[config.mk]
export PLATFORM = sky130hd
export DESIGN_NAME = vec_mem_sequencer_flat
export DESIGN_NICKNAME = d
export VERILOG_FILES = /design/src/rtl/vec_mem_pkg.sv /design/src/rtl/vec_mem_sequencer_if.sv /design/src/rtl/vec_lane_buffer.sv /design/src/rtl/vec_mem_sequencer.sv /design/src/flat_wrapper.sv
export SDC_FILE = /design/constraint.sdc
export NUM_CORES = 1
export LEC_CHECK = 0
export CAP_MARGIN = 20
export CORE_MARGIN = 10
export CORE_UTILIZATION = 47
export CTS_CLUSTER_SIZE = 10
export DETAILED_ROUTE_END_ITERATION = 10
export PLACE_DENSITY = 0.8
export SLEW_MARGIN = 20
export SYNTH_ARGS = -nofsm -noshare
export SYNTH_HDL_FRONTEND = slang
export SYNTH_SLANG_ARGS = --single-unit
export TNS_END_PERCENT = 1
[constraint.sdc]
create_clock -name clk -period 11.7 [get_ports clk]
set_clock_uncertainty 0.15 [all_clocks]
set_input_delay 3.51 -clock clk [delete_from_list [all_inputs] [get_ports clk]]
set_output_delay 3.51 -clock clk [all_outputs]
set_load 0.1 [all_outputs]
[src/rtl/vec_mem_pkg.sv]
// Shared defaults and FSM state type for the vector memory sequencer.
// Latency: n/a (declarations only).
// Backpressure: n/a.
package vec_mem_pkg;

    localparam int WIDTH_DEF     = 24;  // data/address width of the shared memory port
    localparam int LANES_DEF     = 8;   // maximum elements per vector command
    localparam int STALL_MAX_DEF = 4;   // scalar wins in a row before the vector is forced on

    typedef enum logic [1:0] {
        ST_IDLE = 2'd0,
        ST_RUN  = 2'd1,
        ST_DONE = 2'd2
    } state_t;

endpackage

[src/rtl/vec_mem_sequencer_if.sv]
// Bundle of command, response, scalar-request and memory-port signals.
// Latency: n/a (wires only).
// Backpressure: cmd_ready/cmd_valid handshake; sc_gnt holds off the scalar pipeline.
// Ports: slave = sequencer side, master = command source / scalar pipe / memory side.
interface vec_mem_sequencer_if
    import vec_mem_pkg::*;
#(
    parameter int WIDTH = WIDTH_DEF,
    parameter int LANES = LANES_DEF
);
    // vector command
    logic                   cmd_valid;
    logic                   cmd_ready;
    logic                   cmd_store;
    logic [WIDTH-1:0]       cmd_base;
    logic [3:0]             cmd_len;
    logic [LANES*WIDTH-1:0] cmd_wdata;
    // completion
    logic                   rsp_valid;
    logic [LANES*WIDTH-1:0] rsp_rdata;
    // scalar pipeline access
    logic                   sc_req;
    logic                   sc_we;
    logic [WIDTH-1:0]       sc_addr;
    logic [WIDTH-1:0]       sc_wdata;
    logic                   sc_gnt;
    logic [WIDTH-1:0]       sc_rdata;
    // shared data memory port
    logic                   mem_we;
    logic [WIDTH-1:0]       mem_addr;
    logic [WIDTH-1:0]       mem_wd;
    logic [WIDTH-1:0]       mem_rd;

    modport slave (
        input  cmd_valid, cmd_store, cmd_base, cmd_len, cmd_wdata,
        input  sc_req, sc_we, sc_addr, sc_wdata,
        input  mem_rd,
        output cmd_ready, rsp_valid, rsp_rdata,
        output sc_gnt, sc_rdata,
        output mem_we, mem_addr, mem_wd
    );

    modport master (
        output cmd_valid, cmd_store, cmd_base, cmd_len, cmd_wdata,
        output sc_req, sc_we, sc_addr, sc_wdata,
        output mem_rd,
        input  cmd_ready, rsp_valid, rsp_rdata,
        input  sc_gnt, sc_rdata,
        input  mem_we, mem_addr, mem_wd
    );

endinterface

[src/rtl/vec_lane_buffer.sv]
// LANES x WIDTH load-result buffer with per-lane write and synchronous clear.
// Latency: write visible on dat the cycle after the writing edge.
// Backpressure: none; writes are taken whenever we is high.
// Ports: clk, rst (sync, active-high), clr (sync clear), we/idx/wdat (lane write), dat (all lanes flat).
module vec_lane_buffer #(
    parameter int WIDTH = 24,
    parameter int LANES = 8,
    parameter int IDX_W = 4
) (
    input  logic                   clk,
    input  logic                   rst,
    input  logic                   clr,
    input  logic                   we,
    input  logic [IDX_W-1:0]       idx,
    input  logic [WIDTH-1:0]       wdat,
    output logic [LANES*WIDTH-1:0] dat
);

    logic [LANES*WIDTH-1:0] dat_q;

    always_ff @(posedge clk) begin
        if (rst || clr) begin
            dat_q <= '0;
        end else if (we) begin
            dat_q[idx*WIDTH +: WIDTH] <= wdat;
        end
    end

    assign dat = dat_q;

endmodule

[src/rtl/vec_mem_sequencer.sv]
// Sequences vector load/store commands over a memory port shared with a scalar pipeline.
// Latency: one port access per owned cycle; completion pulse the cycle after the last element (len 0: cycle after accept).
// Backpressure: cmd_ready only in IDLE; scalar wins unless it has starved the vector STALL_MAX cycles in a row.
// Ports: clk, rst (sync, active-high), bus (slave side of vec_mem_sequencer_if).
module vec_mem_sequencer
    import vec_mem_pkg::*;
#(
    parameter int WIDTH     = WIDTH_DEF,
    parameter int LANES     = LANES_DEF,
    parameter int STALL_MAX = STALL_MAX_DEF
) (
    input  logic               clk,
    input  logic               rst,
    vec_mem_sequencer_if.slave bus
);

    localparam int IDX_W = $clog2(LANES + 1);
    localparam int STL_W = (STALL_MAX < 1) ? 1 : $clog2(STALL_MAX + 1);

    state_t                 state_q, state_d;
    logic                   store_q;
    logic [WIDTH-1:0]       base_q;
    logic [LANES*WIDTH-1:0] wdata_q;
    logic [IDX_W-1:0]       len_q;
    logic [IDX_W-1:0]       idx_q;
    logic [STL_W-1:0]       stall_q;

    logic                   accept;
    logic                   sc_own;
    logic                   vec_own;
    logic [IDX_W-1:0]       len_eff;
    logic [LANES*WIDTH-1:0] buf_dat;

    // Commands longer than the lane count are truncated rather than rejected.
    always_comb begin
        if (int'(bus.cmd_len) > LANES) begin
            len_eff = IDX_W'(LANES);
        end else begin
            len_eff = IDX_W'(bus.cmd_len);
        end
    end

    // Next state, port arbitration and all outputs.
    always_comb begin
        state_d       = state_q;
        accept        = 1'b0;
        sc_own        = 1'b0;
        vec_own       = 1'b0;
        bus.cmd_ready = 1'b0;
        bus.rsp_valid = 1'b0;
        bus.mem_we    = 1'b0;
        bus.mem_addr  = '0;
        bus.mem_wd    = '0;

        // Everything is gated by rst so an abandoned command cannot write in the reset cycle.
        if (!rst) begin
            bus.cmd_ready = (state_q == ST_IDLE);
            bus.rsp_valid = (state_q == ST_DONE);
            accept        = (state_q == ST_IDLE) && bus.cmd_valid;
            sc_own        = bus.sc_req && (stall_q < STL_W'(STALL_MAX));
            vec_own       = !sc_own && (state_q == ST_RUN);
        end

        if (sc_own) begin
            bus.mem_we   = bus.sc_we;
            bus.mem_addr = bus.sc_addr;
            bus.mem_wd   = bus.sc_wdata;
        end else if (vec_own) begin
            bus.mem_we   = store_q;
            bus.mem_addr = base_q + WIDTH'(idx_q);
            bus.mem_wd   = wdata_q[idx_q*WIDTH +: WIDTH];
        end

        case (state_q)
            ST_IDLE: begin
                if (accept) begin
                    state_d = (len_eff == '0) ? ST_DONE : ST_RUN;
                end
            end
            ST_RUN: begin
                if (vec_own && (idx_q == len_q - IDX_W'(1))) begin
                    state_d = ST_DONE;
                end
            end
            ST_DONE: state_d = ST_IDLE;
            default: state_d = ST_IDLE;
        endcase
    end

    assign bus.sc_gnt    = sc_own;
    assign bus.sc_rdata  = bus.mem_rd;
    // The buffer is cleared on accept, so it doubles as the held response.
    assign bus.rsp_rdata = buf_dat;

    always_ff @(posedge clk) begin
        if (rst) begin
            state_q <= ST_IDLE;
            store_q <= 1'b0;
            base_q  <= '0;
            wdata_q <= '0;
            len_q   <= '0;
            idx_q   <= '0;
            stall_q <= '0;
        end else begin
            state_q <= state_d;

            if (accept) begin
                store_q <= bus.cmd_store;
                base_q  <= bus.cmd_base;
                wdata_q <= bus.cmd_wdata;
                len_q   <= len_eff;
                idx_q   <= '0;
            end else if (vec_own) begin
                idx_q <= idx_q + IDX_W'(1);
            end

            // sc_own already implies stall_q < STALL_MAX, so the count saturates there.
            if ((state_q != ST_RUN) || vec_own) begin
                stall_q <= '0;
            end else if (sc_own) begin
                stall_q <= stall_q + STL_W'(1);
            end
        end
    end

    vec_lane_buffer #(
        .WIDTH (WIDTH),
        .LANES (LANES),
        .IDX_W (IDX_W)
    ) u_lane_buffer (
        .clk  (clk),
        .rst  (rst),
        .clr  (accept),
        .we   (vec_own && !store_q),
        .idx  (idx_q),
        .wdat (bus.mem_rd),
        .dat  (buf_dat)
    );

endmodule

[src/flat_wrapper.sv]
// flat-port wrapper written by rule: the top's interface ports become plain ports
module vec_mem_sequencer_flat import vec_mem_pkg::*;
#(
    parameter int WIDTH     = WIDTH_DEF,
    parameter int LANES     = LANES_DEF,
    parameter int STALL_MAX = STALL_MAX_DEF
)
  (clk, rst, bus_cmd_valid, bus_cmd_store, bus_cmd_base, bus_cmd_len, bus_cmd_wdata, bus_sc_req, bus_sc_we, bus_sc_addr, bus_sc_wdata, bus_mem_rd, bus_cmd_ready, bus_rsp_valid, bus_rsp_rdata, bus_sc_gnt, bus_sc_rdata, bus_mem_we, bus_mem_addr, bus_mem_wd);
  vec_mem_sequencer_if #(.WIDTH(WIDTH), .LANES(LANES)) bus_i ();
  input  logic clk;
  input  logic rst;
  input wire logic [$bits(bus_i.cmd_valid)-1:0] bus_cmd_valid;
  input wire logic [$bits(bus_i.cmd_store)-1:0] bus_cmd_store;
  input wire logic [$bits(bus_i.cmd_base)-1:0] bus_cmd_base;
  input wire logic [$bits(bus_i.cmd_len)-1:0] bus_cmd_len;
  input wire logic [$bits(bus_i.cmd_wdata)-1:0] bus_cmd_wdata;
  input wire logic [$bits(bus_i.sc_req)-1:0] bus_sc_req;
  input wire logic [$bits(bus_i.sc_we)-1:0] bus_sc_we;
  input wire logic [$bits(bus_i.sc_addr)-1:0] bus_sc_addr;
  input wire logic [$bits(bus_i.sc_wdata)-1:0] bus_sc_wdata;
  input wire logic [$bits(bus_i.mem_rd)-1:0] bus_mem_rd;
  output wire logic [$bits(bus_i.cmd_ready)-1:0] bus_cmd_ready;
  output wire logic [$bits(bus_i.rsp_valid)-1:0] bus_rsp_valid;
  output wire logic [$bits(bus_i.rsp_rdata)-1:0] bus_rsp_rdata;
  output wire logic [$bits(bus_i.sc_gnt)-1:0] bus_sc_gnt;
  output wire logic [$bits(bus_i.sc_rdata)-1:0] bus_sc_rdata;
  output wire logic [$bits(bus_i.mem_we)-1:0] bus_mem_we;
  output wire logic [$bits(bus_i.mem_addr)-1:0] bus_mem_addr;
  output wire logic [$bits(bus_i.mem_wd)-1:0] bus_mem_wd;
  assign bus_i.cmd_valid = bus_cmd_valid;
  assign bus_i.cmd_store = bus_cmd_store;
  assign bus_i.cmd_base = bus_cmd_base;
  assign bus_i.cmd_len = bus_cmd_len;
  assign bus_i.cmd_wdata = bus_cmd_wdata;
  assign bus_i.sc_req = bus_sc_req;
  assign bus_i.sc_we = bus_sc_we;
  assign bus_i.sc_addr = bus_sc_addr;
  assign bus_i.sc_wdata = bus_sc_wdata;
  assign bus_i.mem_rd = bus_mem_rd;
  assign bus_cmd_ready = bus_i.cmd_ready;
  assign bus_rsp_valid = bus_i.rsp_valid;
  assign bus_rsp_rdata = bus_i.rsp_rdata;
  assign bus_sc_gnt = bus_i.sc_gnt;
  assign bus_sc_rdata = bus_i.sc_rdata;
  assign bus_mem_we = bus_i.mem_we;
  assign bus_mem_addr = bus_i.mem_addr;
  assign bus_mem_wd = bus_i.mem_wd;
  vec_mem_sequencer #(.WIDTH(WIDTH), .LANES(LANES), .STALL_MAX(STALL_MAX)) u_core (.clk(clk), .rst(rst), .bus(bus_i));
endmodule
**Word level (Yosys, flattened, before mapping)**

Cells that the tools add are included.

- Register bits: 422
- Output and inout bits: 268
- Logic and storage cells: 56

- Add/sub/neg operators: 5
- Multipliers: 1
- $lt $le $gt $ge: 2
- Eq/ne operators: 6
- Shift operators: 3
- Mux-type cells: 17
- Reductions and logical operators: 14

Operators by type and width:

| operator | number |
|---|---|
| $bwmux 192 | 1 |
| $shift 24x34->192 const A | 1 |
| $shiftx 192x10->24 | 1 |
| $shiftx 24x34->192 | 1 |
| $mux 24 | 4 |
| $neg 9->34 | 1 |
| $add 24x4->24 | 1 |
| $mux 1 | 7 |
| $mul 4x2->6 const B | 1 |
| $mux 2 | 3 |
| $logic_and 1x1->1 | 5 |
| $add 4x1->4 const B | 1 |
| $eq 4x4->1 | 1 |
| $gt 4x4->1 const B | 1 |
| $logic_not 4->1 | 1 |
| $mux 4 | 1 |
| $ne 2x2->1 const B | 2 |
| $pmux 2 s2 | 1 |
| $reduce_or 2->1 | 2 |
| $sub 4x1->4 const B | 1 |
| $add 3x1->3 const B | 1 |
| $lt 3x3->1 const B | 1 |
| $eq 2x1->1 const B | 1 |
| $eq 2x2->1 const B | 1 |
| other kinds (5) | 7 |

**Logic depth before layout (Yosys ltp)**

- Word-level depth: 8
- Mapped depth: 17
- Depth with buffers taken out: 13

**Cells and area by module**

Synthesis repeated with hierarchy kept, for this count alone.

- Cell total of the unflattened synthesis: 2325
- Area, all modules: 19715.2 sq um

Modules (own cells, without submodules):

| module | instances | cells each | area each (sq um) | seq. area each (sq um) |
|---|---|---|---|---|
| vec_mem_sequencer | 1 | 1306 | 10717.8 | 4604.4 |
| vec_lane_buffer | 1 | 1019 | 8997.4 | 3843.7 |

**Least setup slack after synthesis**

Ideal clock, no wire load.

- Path type: input to output
- Start point: input port bus_sc_req
- End point: output port bus_mem_wd[10]
- Data arrival time: 6.278 ns
- Data required time: 8.040 ns
- Path slack: 1.762 ns
- Stages on the path: 6
- Cells stage by stage: nand2b_1 nand2_1 nor2_1 nand2_1 clkbuf_1 o21ai_0

- Longest elaborated chain between the ends: 6

Ends and longest elaborated chain:

| what | line | text |
|---|---|---|
| start: declaration | flat_wrapper.sv:17 | `input wire logic [$bits(bus_i.sc_req)-1:0] bus_sc_req;` |
| $logic_and 1x1->1 * | vec_mem_sequencer.sv:60 | `sc_own = bus.sc_req && (stall_q < STL_W'(STALL_MAX));` |
| $logic_not 1->1 | vec_mem_sequencer.sv:61 | `vec_own = !sc_own && (state_q == ST_RUN);` |
| $logic_and 1x1->1 | vec_mem_sequencer.sv:61 |  |
| $mux 1 | vec_mem_sequencer.sv:56 | `if (!rst) begin` |
| $mux 24 | vec_mem_sequencer.sv:68 | `end else if (vec_own) begin` |
| $mux 24 * | vec_mem_sequencer.sv:64 | `if (sc_own) begin` |
| end: declaration | flat_wrapper.sv:29 | `output wire logic [$bits(bus_i.mem_wd)-1:0] bus_mem_wd;` |

Mark *: on every way between the ends. The rest lies on a longest branch, timed or not.

**Worst setup path in the final report**

- Start point: input port bus_sc_req
- End point: output port bus_sc_gnt

- Longest elaborated chain between the ends: 2

Ends and longest elaborated chain:

| what | line | text |
|---|---|---|
| $logic_and 1x1->1 | vec_mem_sequencer.sv:60 |  |
| $mux 1 | vec_mem_sequencer.sv:56 |  |
| end: declaration | flat_wrapper.sv:25 | `output wire logic [$bits(bus_i.sc_gnt)-1:0] bus_sc_gnt;` |

Every way passes these cells.

==> run metrics <==
critical path launch point type=input pin; core area=around 39000 um^2; Main synth FF type=dfxtp_1; # rows=just over 70; sequential area share after synthesis=0.457; Post-synth ARST share=0; maximum vdd drop=between 0.0001 and 0.00015 V; fin cells=between 2000 and 3000; worst skew pair latency=590 ps; Avg Inst Size Synth=slightly above 10 um^2; R2R Path End=u_core.u_lane_buffer.dat[101]; GPL Wtd Cong=approximately 0.96; synthesized cell area=18500 um^2; Initial Util=0.477; CTS tree=built; cells after synthesis=~1800; Seq cells post-synth=roughly 420; CP required=around 8000 ps; vias in the first global route=about 17000; Synth cell types=65; Die Y=about 220 um; max_cap viols=0; Buffers on Ports=about 570; Die X-Extent=218 um; WL met3=7350 um; io pins=566; area grow syn2layout=37.2%; DRT Pass-1 Iters=6; total global routing overflow=0; WL final=71700 um; Final Max Slew Viols=0; ANT nets after route=0; Worst-Margin Slew=1100 ps; Max Freq=a little under 100 MHz; CP arrival=6580 ps; clk buf depth=3; cell count after placement=roughly 2700; CTS Root Cell=clkbuf_16; reg-to-reg slack, setup=about 6200 ps; Avg WL per Cell=between 20 and 30 um; Post-CTS Setup Bufs=0; GR Util All Layers=0.284; initial drt markers=around 1900; crit share post-route=0.876; Num CTS Buffers=48; Critical Path Start=bus_sc_req; die footprint=47600 um^2; TNS Setup=0 ps; status=complete, no violations; syn nets=2113; P per Cell Area=between 100 and 150 nW/um^2; CTS sink cnt=approximately 420; hold buffers post-CTS=0; worst rel slew slack=0.268; Lkg Pwr=a little under 10 nW; largest net degree at the start of global routing=220; clk slew on worst S/H paths=roughly 60 ps; register area=between 8000 and 9000 um^2; setup violators final=0; H-tree depth reported by CTS=2; Filler Cells Inserted=roughly 3000; initial antenna violation count=5; ratio of cells with drive above 1 in the final layout=0.0793; minimum clock period=just over 10000 ps; worst reg-to-reg path cell count=12; DR vias/cell=a little over 6; CP Capture Type=primary output; post-DP HPWL=between 50000 and 60000 um; most common cell after layout, fill and taps aside=clkdlybuf4s50_1; Crit Path Class=in -> out; met2 routed WL=35900 um; Yosys warning count=0; vias=16900; nets=between 2000 and 3000; # resized after CTS=0; drt drc=0; r2r startpoint=u_core.idx_q[1]; highest routed metal layer=met5; worst hold path class=reg -> reg; first-pass GRT wire length=approximately 110000 um; Setup crit end=bus_sc_gnt; Met1 Routed Length=roughly 26000 um; area of the multi-input gates=between 9000 and 10000 um^2; commonest cells after routing, fill and taps aside=538 x clkdlybuf4s50_1, 420 x dfxtp_1, 291 x a22o_1; RSZ-0062 raised after global routing=false; Final Hold Vio Count=0; CP Max Fanout=31; Post-synth EDFFs=0
sequential cells by signal, indices dropped and copies added, names as in the netlist:
register	cells
u_core.stall_q	3
u_core.idx_q	4
u_core.state_q	2
u_core.base_q	24
u_core.wdata_q	192
u_core.store_q	1
u_core.len_q	4
u_core.u_lane_buffer.dat	192
layer usage:
| layer | global-route usage | vias up |
|---|---|---|
| li1 | - | 7661 |
| met1 | 0.325 | 8150 |
| met5 | 0 | - |
| met4 | 0.106 | 6 |
| met3 | 0.0819 | 130 |
| met2 | 0.494 | 937 |
through the flow:
stage / power [mW] / utilization / hold WS (ps) / instance area [um^2] / setup slack (ps)
final: 3.43 / 0.654 / 271 / 25300 / 1460
after global routing: 3.53 / 0.654 / 315 / 25300 / 1380
after CTS: 3.44 / 0.654 / 274 / 25300 / 1500
after detailed placement: 2.14 / 0.621 / 266 / 24000 / 1500
after global placement: 2.13 / 0.621 / 254 / 24000 / 1620
after floorplan: 1.92 / - / 248 / 18500 / 1760
power by group:
| group | leakage [nW] | internal, mW | switching, mW |
|---|---|---|---|
| clock network | 0.624 | 0.751 | 0.561 |
| registers | 3.44 | 1.50 | 0.0448 |
| logic | 5.60 | 0.226 | 0.348 |
cells by family after synthesis:
logic type	Yosys count	share of synthesized area
multiplexers	145	0.112
XOR/XNOR	40	0.0212
AO/OA/AOI/OAI	602	0.249
flip-flops	422	0.457
buffers and inverters	188	0.0463
AND/OR/NAND/NOR	384	0.102
adder cells (fa/ha/maj)	17	0.0123
Yosys cell counts, types with 15 or more instances:
library cell,instances,area (um^2)
and3_1,16,100
o21ai_0,67,335
dfxtp_1,422,8450
o211ai_1,40,300
a211oi_1,37,278
clkbuf_1,107,402
xor2_1,22,193
a21oi_1,41,205
nor2b_1,15,93.8
buf_1,16,60.1
mux2i_1,88,881
o21ai_1,30,150
buf_2,23,115
buf_4,28,210
nand2_1,175,657
nand3_1,28,140
xnor2_1,15,131
a22oi_1,49,368
ha_1,15,188
a31oi_1,17,106
nor3_1,34,170
mux4_2,48,1080
nor2_1,46,173
a22o_1,291,2550
final cells by class:
class,instances,area share
diodes,2,0.000198
clock buffers,56,0.0502
inverters,12,0.00178
multi-input cells,1188,0.363
flip-flops and latches,422,0.334
well taps,518,0.0256
repair buffers,579,0.226
critical path, stage by stage:
cell and delay, ps:
clkdlybuf4s50_1 540, nand2b_1 180, nor2_4 690, buf_4 430, clkdlybuf4s50_1 1200
how the worst min path moves through the flow:
| stage | start | to | slack, ps | depth (start not counted) |
|---|---|---|---|---|
| 5_1_grt | u_core.stall_q[0] | u_core.stall_q[0] | 320 | 1 |
| 3_3_place_gp | u_core.stall_q[0] | u_core.stall_q[0] | 250 | 1 |
| 3_5_place_dp | u_core.stall_q[0] | u_core.stall_q[0] | 270 | 1 |
| 6_report | u_core.stall_q[0] | u_core.stall_q[0] | 270 | 1 |
| 2_1_floorplan | u_core.stall_q[0] | u_core.stall_q[0] | 250 | 1 |
| 4_1_cts | u_core.stall_q[0] | u_core.stall_q[0] | 270 | 1 |
No activity file was read; power rests on OpenSTA's default activity.
